**src/rtl/cw0_sequencer_pkg.sv**
```systemverilog
// Shared constants and state type for the clockwise fill sequencer.
package cw0_sequencer_pkg;

  localparam int unsigned SEG_A = 0;
  localparam int unsigned SEG_B = 1;
  localparam int unsigned SEG_C = 2;
  localparam int unsigned SEG_D = 3;
  localparam int unsigned SEG_E = 4;
  localparam int unsigned SEG_F = 5;
  localparam int unsigned SEG_G = 6;

  localparam logic [6:0] SEG_OFF  = '0;
  localparam logic [6:0] SEG_FULL = 7'b0111111;

  typedef enum logic {
    IDLE,
    RUN
  } state_e;

endpackage

```
**src/rtl/cw0_sequencer_if.sv**
```systemverilog
// Control/status bundle between top-level controls and cw0_sequencer.
interface cw0_sequencer_if #(
  parameter int unsigned DIV_WIDTH = 8
);
  logic                 i_start;
  logic                 i_loop;
  logic                 i_en;
  logic [DIV_WIDTH-1:0] i_div;
  logic [6:0]           o_segment;
  logic [2:0]           o_count;
  logic                 o_busy;
  logic                 o_done;

  modport master (
    output i_start, i_loop, i_en, i_div,
    input  o_segment, o_count, o_busy, o_done
  );

  modport slave (
    input  i_start, i_loop, i_en, i_div,
    output o_segment, o_count, o_busy, o_done
  );
endinterface

```
**src/rtl/cw0_pattern.sv**
```systemverilog
// Step -> segment lookup for the clockwise fill; CW0_BLINK_EN turns step 6 off
// so that steps 6/7 form an off/full blink finale.
module cw0_pattern
  import cw0_sequencer_pkg::*;
(
  input  logic [2:0] step_i,
  output logic [6:0] pattern_o
);

  always_comb begin
    pattern_o = SEG_OFF;
    unique case (step_i)
      3'd0: pattern_o[SEG_A]       = 1'b1;
      3'd1: pattern_o[SEG_B:SEG_A] = '1;
      3'd2: pattern_o[SEG_C:SEG_A] = '1;
      3'd3: pattern_o[SEG_D:SEG_A] = '1;
      3'd4: pattern_o[SEG_E:SEG_A] = '1;
      3'd5: pattern_o             = SEG_FULL;
`ifdef CW0_BLINK_EN
      3'd6: pattern_o             = SEG_OFF;
`else
      3'd6: pattern_o             = SEG_FULL;
`endif
      3'd7: pattern_o             = SEG_FULL;
      default: pattern_o          = SEG_OFF;
    endcase
  end

endmodule

```
**src/rtl/cw0_sequencer.sv**
```systemverilog
// Self-timed clockwise seven-segment animation engine (prescaler + step FSM).
// Optional build macro: CW0_BLINK_EN (handled in cw0_pattern).
module cw0_sequencer
  import cw0_sequencer_pkg::*;
#(
  parameter int unsigned DIV_WIDTH = 8
) (
  input  logic            i_clk,
  input  logic            i_rst,
  cw0_sequencer_if.slave  bus
);

  state_e               state_q, state_d;
  logic [2:0]           step_q, step_d;
  logic [DIV_WIDTH-1:0] presc_q, presc_d;
  logic [DIV_WIDTH-1:0] div_q, div_d;
  logic                 fin_q, fin_d;
  logic                 tick;
  logic [6:0]           pattern;

  logic [6:0]           seg_q;
  logic [2:0]           count_q;
  logic                 busy_q;
  logic                 done_q;

  cw0_pattern u_pattern (
    .step_i    (step_q),
    .pattern_o (pattern)
  );

  assign tick = bus.i_en && (presc_q == div_q);

  always_comb begin
    state_d = state_q;
    step_d  = step_q;
    presc_d = presc_q;
    div_d   = div_q;
    fin_d   = 1'b0;
    unique case (state_q)
      IDLE: begin
        if (bus.i_start) begin
          state_d = RUN;
          step_d  = '0;
          presc_d = '0;
          div_d   = bus.i_div;
        end
      end
      RUN: begin
        // A start always wins, including over the step-7 terminal tick.
        if (bus.i_start) begin
          step_d  = '0;
          presc_d = '0;
          div_d   = bus.i_div;
        end else if (tick) begin
          presc_d = '0;
          if (step_q != 3'd7) begin
            step_d = step_q + 3'd1;
          end else if (bus.i_loop) begin
            step_d = '0;
          end else begin
            state_d = IDLE;
            step_d  = '0;
            fin_d   = 1'b1;
          end
        end else if (bus.i_en) begin
          presc_d = presc_q + 1'b1;
        end
      end
      default: state_d = IDLE;
    endcase
  end

  always_ff @(posedge i_clk) begin
    if (i_rst) begin
      state_q <= IDLE;
      step_q  <= '0;
      presc_q <= '0;
      div_q   <= '0;
      fin_q   <= 1'b0;
    end else begin
      state_q <= state_d;
      step_q  <= step_d;
      presc_q <= presc_d;
      div_q   <= div_d;
      fin_q   <= fin_d;
    end
  end

  // Output stage registers the sequencer state one edge later, so outputs
  // follow an accepted start at N+1 and done/busy fall together.
  always_ff @(posedge i_clk) begin
    if (i_rst) begin
      seg_q   <= SEG_OFF;
      count_q <= '0;
      busy_q  <= 1'b0;
      done_q  <= 1'b0;
    end else begin
      seg_q   <= (state_q == RUN) ? pattern : SEG_OFF;
      count_q <= (state_q == RUN) ? step_q : 3'd0;
      busy_q  <= (state_q == RUN);
      done_q  <= fin_q;
    end
  end

  assign bus.o_segment = seg_q;
  assign bus.o_count   = count_q;
  assign bus.o_busy    = busy_q;
  assign bus.o_done    = done_q;

endmodule

```
**src/flat_wrapper.sv**
```systemverilog
// flat-port wrapper written by rule: the top's interface ports become plain ports
module cw0_sequencer_flat import cw0_sequencer_pkg::*;
#(
  parameter int unsigned DIV_WIDTH = 8
)
  (i_clk, i_rst, bus_i_start, bus_i_loop, bus_i_en, bus_i_div, bus_o_segment, bus_o_count, bus_o_busy, bus_o_done);
  cw0_sequencer_if #(.DIV_WIDTH(DIV_WIDTH)) bus_i ();
  input  logic i_clk;
  input  logic i_rst;
  input wire logic [$bits(bus_i.i_start)-1:0] bus_i_start;
  input wire logic [$bits(bus_i.i_loop)-1:0] bus_i_loop;
  input wire logic [$bits(bus_i.i_en)-1:0] bus_i_en;
  input wire logic [$bits(bus_i.i_div)-1:0] bus_i_div;
  output wire logic [$bits(bus_i.o_segment)-1:0] bus_o_segment;
  output wire logic [$bits(bus_i.o_count)-1:0] bus_o_count;
  output wire logic [$bits(bus_i.o_busy)-1:0] bus_o_busy;
  output wire logic [$bits(bus_i.o_done)-1:0] bus_o_done;
  assign bus_i.i_start = bus_i_start;
  assign bus_i.i_loop = bus_i_loop;
  assign bus_i.i_en = bus_i_en;
  assign bus_i.i_div = bus_i_div;
  assign bus_o_segment = bus_i.o_segment;
  assign bus_o_count = bus_i.o_count;
  assign bus_o_busy = bus_i.o_busy;
  assign bus_o_done = bus_i.o_done;
  cw0_sequencer #(.DIV_WIDTH(DIV_WIDTH)) u_core (.i_clk(i_clk), .i_rst(i_rst), .bus(bus_i));
endmodule
```
**config.mk**
```make
export PLATFORM = sky130hd
export DESIGN_NAME = cw0_sequencer_flat
export DESIGN_NICKNAME = d
export VERILOG_FILES = /design/src/rtl/cw0_sequencer_pkg.sv /design/src/rtl/cw0_sequencer_if.sv /design/src/rtl/cw0_pattern.sv /design/src/rtl/cw0_sequencer.sv /design/src/flat_wrapper.sv
export SDC_FILE = /design/constraint.sdc
export NUM_CORES = 1
export LEC_CHECK = 0
export CAP_MARGIN = 10
export CORE_ASPECT_RATIO = 1.4
export CORE_MARGIN = 1
export CORE_UTILIZATION = 50
export CTS_CLUSTER_SIZE = 20
export DETAILED_ROUTE_END_ITERATION = 8
export PLACE_DENSITY = 0.77
export SLEW_MARGIN = 20
export SYNTH_ARGS = -nofsm -noshare
export SYNTH_HDL_FRONTEND = slang
export SYNTH_SLANG_ARGS = --single-unit
```
**constraint.sdc**
```tcl
create_clock -name i_clk -period 2 [get_ports i_clk]
set_input_delay 0.2 -clock i_clk [delete_from_list [all_inputs] [get_ports i_clk]]
set_output_delay 0.2 -clock i_clk [all_outputs]
set_load 0.01 [all_outputs]
```
After elaboration in Yosys (flattened, before gate mapping)
Index checks and enable logic that the tools add are counted.

operators by class
  add/sub/neg operators = 2
  equal/unequal tests = 12
  multiplexer cells = 24
  bitwise operators = 2
  reduce and logical (&&, ||, !) cells = 12

operators by type and width
  cell                                                                    number
  8-bit 2-to-1 mux                                                        5
  8-bit one-hot mux with 2 select lines                                   1
  3-bit equality test (second input constant)                             4
  1-bit 2-to-1 mux                                                        12
  3-bit 2-to-1 mux                                                        4
  5-bit OR reduction                                                      2
  8-bit by 1-bit adder with 8-bit output (second input constant)          1
  8-bit equality test                                                     1
  8-bit OR reduction                                                      1
  7-bit OR reduction                                                      1
  3-bit by 2-bit equality test with 1-bit output (second input constant)  2
  3-bit != test (second input constant)                                   2
  3-bit one-hot mux with 2 select lines                                   1
  6-bit OR reduction                                                      1
  4-bit != test (second input constant)                                   1
  2-bit AND reduction                                                     2
  4-bit OR reduction                                                      1
  3-bit by 1-bit adder with 3-bit output (second input constant)          1
  3-bit by 1-bit equality test with 1-bit output (second input constant)  1
  3-bit logical NOT                                                       1
  3-bit OR reduction                                                      1
  2-bit != test (second input constant)                                   1
  1-bit inverter                                                          2
  1-bit one-hot mux with 2 select lines                                   1
  2 further kinds                                                         2

storage, ports and cells
  register bits = 33
  input port bits = 13
  output and inout bits = 12
  logic and storage cells = 61

Logic depth before layout (Yosys ltp)
  depth after elaboration = 5
  depth in mapped cells = 5
  gate-level depth less buffers = 5

Hierarchy
Synthesis repeated with hierarchy kept, for this count alone.

unflattened totals
  cells, all modules = 151
  area total of the unflattened synthesis = 1520.2 µm²

modules (own cells, without submodules)
  module         times used  cells an instance  area each (µm²)  seq. area each (µm²)
  cw0_sequencer  1           142                1465.2           660.6
  cw0_pattern    1           9                  55.1             0.0

Worst setup path before layout
No wires, ideal clock.

  kind = reg2reg
  start = reg u_core.presc_q[5]
  end = reg u_core.step_q[1]
  library setup time = 0.121 ns
  arrival time = 1.305 ns
  data required time = 1.879 ns
  slack = 0.574 ns
  cell stages (with the launch flop) = 5
  buffers on the path = 0
  period minus slack after synthesis = 1.426 ns
  path through = dfxtp_1 xnor2_1 nand4_1 nor4_2 mux2_2

on the way
  word-level cells in the longest chain between the ends = 4

RTL lines
  element                        line                 source
  start, declared                cw0_sequencer.sv:15  logic [DIV_WIDTH-1:0] presc_q, presc_d;
  start signal, assigned         cw0_sequencer.sv:83  presc_q <= presc_d;
  8-bit equality test            cw0_sequencer.sv:31  assign tick = bus.i_en && (presc_q == div_q);
  1-bit logical AND              cw0_sequencer.sv:31
  3-bit != test (no line)        --
  2-bit AND reduction (no line)  --
  end signal, assigned           cw0_sequencer.sv:82  step_q <= step_d;
  end, declared                  cw0_sequencer.sv:14  logic [2:0] step_q, step_d;

Every way passes these cells.
A chain may end at the register's enable or synchronous reset.

Final worst setup path
Ends and elaborated chain as after synthesis.

==> results.ini <==
[timing]
slew_viol_final=0
setup_violations=0
tns_ns=0
hold_viol=0
min_period_ns=1.61
clock.fmax_mhz=621
period_share_pct=80.5
holdWs_ns=0.446
fin_skew_ns=0.00615
worst_slack_ns=0.391
rsz0062_at_grt=false

[final_layout]
stdcell_count=196
fill_cells=235
fin_area_mm2=0.00167
final_layout_size_suffix_gt1_share_pct=11.1
synthToLayoutAreaGrowth_pct=23.6
final_common_cell=dfxtp_1
finalNetCount=179
multi_input_area_um2=661
diodes=0
finish.utilization_pct=67.5
regArea_um2=641
layout_common_cells=dfxtp_1 (32), clkdlybuf4s50_1 (23), nor2_1 (12), nor3_1 (12), mux2i_1 (9)

[route]
first_pass_iters=5
drtIter0Drc=12
post-route-drc-count=0
via_per_inst=5.46
antenna_left=0
wl_per_cell_um=13.9
totalWireLength_mm=2.72
vias=1070

[floorplanning]
num_rows=21
start_util_pct=54.6
core_area_mm2=0.00247
io-pin-count=25
die_w_um=45.9
dieArea_mm2=0.00291
die_h_um=63.5

[worst_hold_path]
hp-class=reg -> reg

[place]
post-place-ws_ns=0.279
dpl.hpwl_mm=2.03
place_inst=188
placed_area_mm2=0.00161
place_congestion=0.858
port_buffers=23

[yosys]
ys_seq_area_share_pct=47.5
synth-seq-cells=32
synth_fp_nets=152
avgSynthCellArea_um2=10.1
synth.distinct_cells=34
yosys_warnings=0
synth_area_leader_cell=dfxtp_1
yosys.area.top_type_share_pct=47.5
synth_area_leaders=dfxtp_1 (47%), mux2i_1 (6.7%), xnor2_1 (5.2%), ha_1 (4.6%), nor3_1 (4.5%)
synth_cells=134
synthesis.area_mm2=0.00135

[pwr]
netSwitchingFraction_pct=23.5
intPower_mw=0.886
p_clk_share_pct=32.6
p_seq_share_pct=57.3
switchingPower_mw=0.273
max-vdd-ir-drop_uv=491
power_leakage_nw=0.635
finalPower_mw=1.16
p_per_area_mw_per_mm2=695
comb_power_share_pct=10.1

[worst_setup_path]
cp_data_required_time_ns=2.22
setup.worst_path.start_class=flip-flop
cp_max_fo=4
cp.arrival_ns=1.83
critPathCaptureType=flip-flop
crit_type=reg -> reg
slowest_delay_ns=0.42
crit_chain=xnor2_1 > nand4_1 > nor4_2 > mux2_2
slowest_stage=dfxtp_1

[clocking]
cts_buffers=5
ctsResizeCount=0
clockBufferDepth=2
insertion_delay_ns=0.33
cts_tree=done
clk_pin_slew_ns=0.09
htree_levels=2
clkSinkCount=32
ctsHoldBuffers=0
post_cts_buffers=0
cts_root_buffer=clkbuf_4

[global_route]
grt_pass1_wl_mm=4.57
grt_max_degree=17
grt_pass1_vias=1079
grtUsageTotal_pct=21.9
antenna_found_initial=0
grt_remaining_overflow=0

[job]
drv_cap=0

[outcome]
status=finished clean

-- area by class of cell --
class	instances	area share, %
clock buffer	8	3.53
inverter	3	0.676
multi-input combinational	93	39.6
sequential	32	38.4
tap	34	2.55
timing repair buffer	26	15.2
-- path summary, 6_finish.rpt --
path	startpoint	to	slack [ns]	cells after the start
worst max-delay path	u_core.presc_q[5]	u_core.step_q[1]	0.39	4
worst min-delay path	u_core.fin_q	u_core.bus.o_done	0.45	1
worst max register to register	u_core.presc_q[5]	u_core.step_q[1]	0.39	4
worst min register to register	u_core.fin_q	u_core.bus.o_done	0.45	1
-- Yosys cell counts --
master    number
dfxtp_1       32
nor2_1        12
nor3_1        12
mux2i_1        9
xnor2_1        8
nand4_1        6
xor2_1         6
ha_1           5
nand2_1        5
nand3_1        4
and2_1         3
inv_1          3
a41oi_1        2
and4_4         2
buf_2          2
clkbuf_1       2
nor2b_1        2
o21a_1         2
o21ai_0        2
a211oi_2       1
and3_1         1
and3_2         1
and4_1         1
buf_4          1
buf_6          1
conb_1         1
mux2_2         1
nor4_2         1
o21ba_2        1
o31a_1         1
or2_1          1
or2_2          1
or3_1          1
or3_2          1
-- sequential cells by signal, summed over array words and instances, names as in the netlist --
signal                count
u_core.fin_q              1
u_core.bus.o_count        3
u_core.state_q            1
u_core.bus.o_segment      6
u_core.div_q              8
u_core.bus.o_done         1
u_core.presc_q            8
u_core.step_q             3
u_core.bus.o_busy         1
-- worst max-delay path, delay by kind of cell, from the launching register on --
kind	cells	cell delay (ns)
simple gates	2	0.53
mux	1	0.38
xor+xnor	1	0.16
flops	1	0.42
-- power by group through the flow --
stage          Sequential (mW)  Clock, mW  Combinational, mW
6_report                 0.664      0.378              0.117
5_1_grt                  0.666      0.417              0.127
4_1_cts                  0.664      0.389              0.117
3_5_place_dp             0.679          0              0.116
3_3_place_gp             0.678          0              0.114
2_1_floorplan            0.676          0             0.0733
-- cells by family after synthesis --
| group | Yosys count | share of synthesized area (%) |
|---|---|---|
| AO/OA/AOI/OAI | 9 | 5.47 |
| XOR/XNOR | 14 | 9.09 |
| adder cells (fa/ha/maj) | 5 | 4.64 |
| buffers and inverters | 9 | 3.53 |
| flip-flops | 32 | 47.5 |
| multiplexers | 10 | 7.51 |
| other | 1 | 0.278 |
| AND/OR/NAND/NOR | 54 | 22.0 |
-- layer usage --
metal / GRT usage, % / routed length, µm / part of all wire (%) / vias to the layer above
met2: 36.6 / 1500 / 55 / 39
met5: 0 / 0 / 0 / -
li1: - / - / - / 518
met1: 22.1 / 1030 / 38 / 504
met3: 4.58 / 100 / 3.7 / 9
met4: 16.5 / 89 / 3.3 / 0
Note: power is estimated with default switching activity, not from simulation.
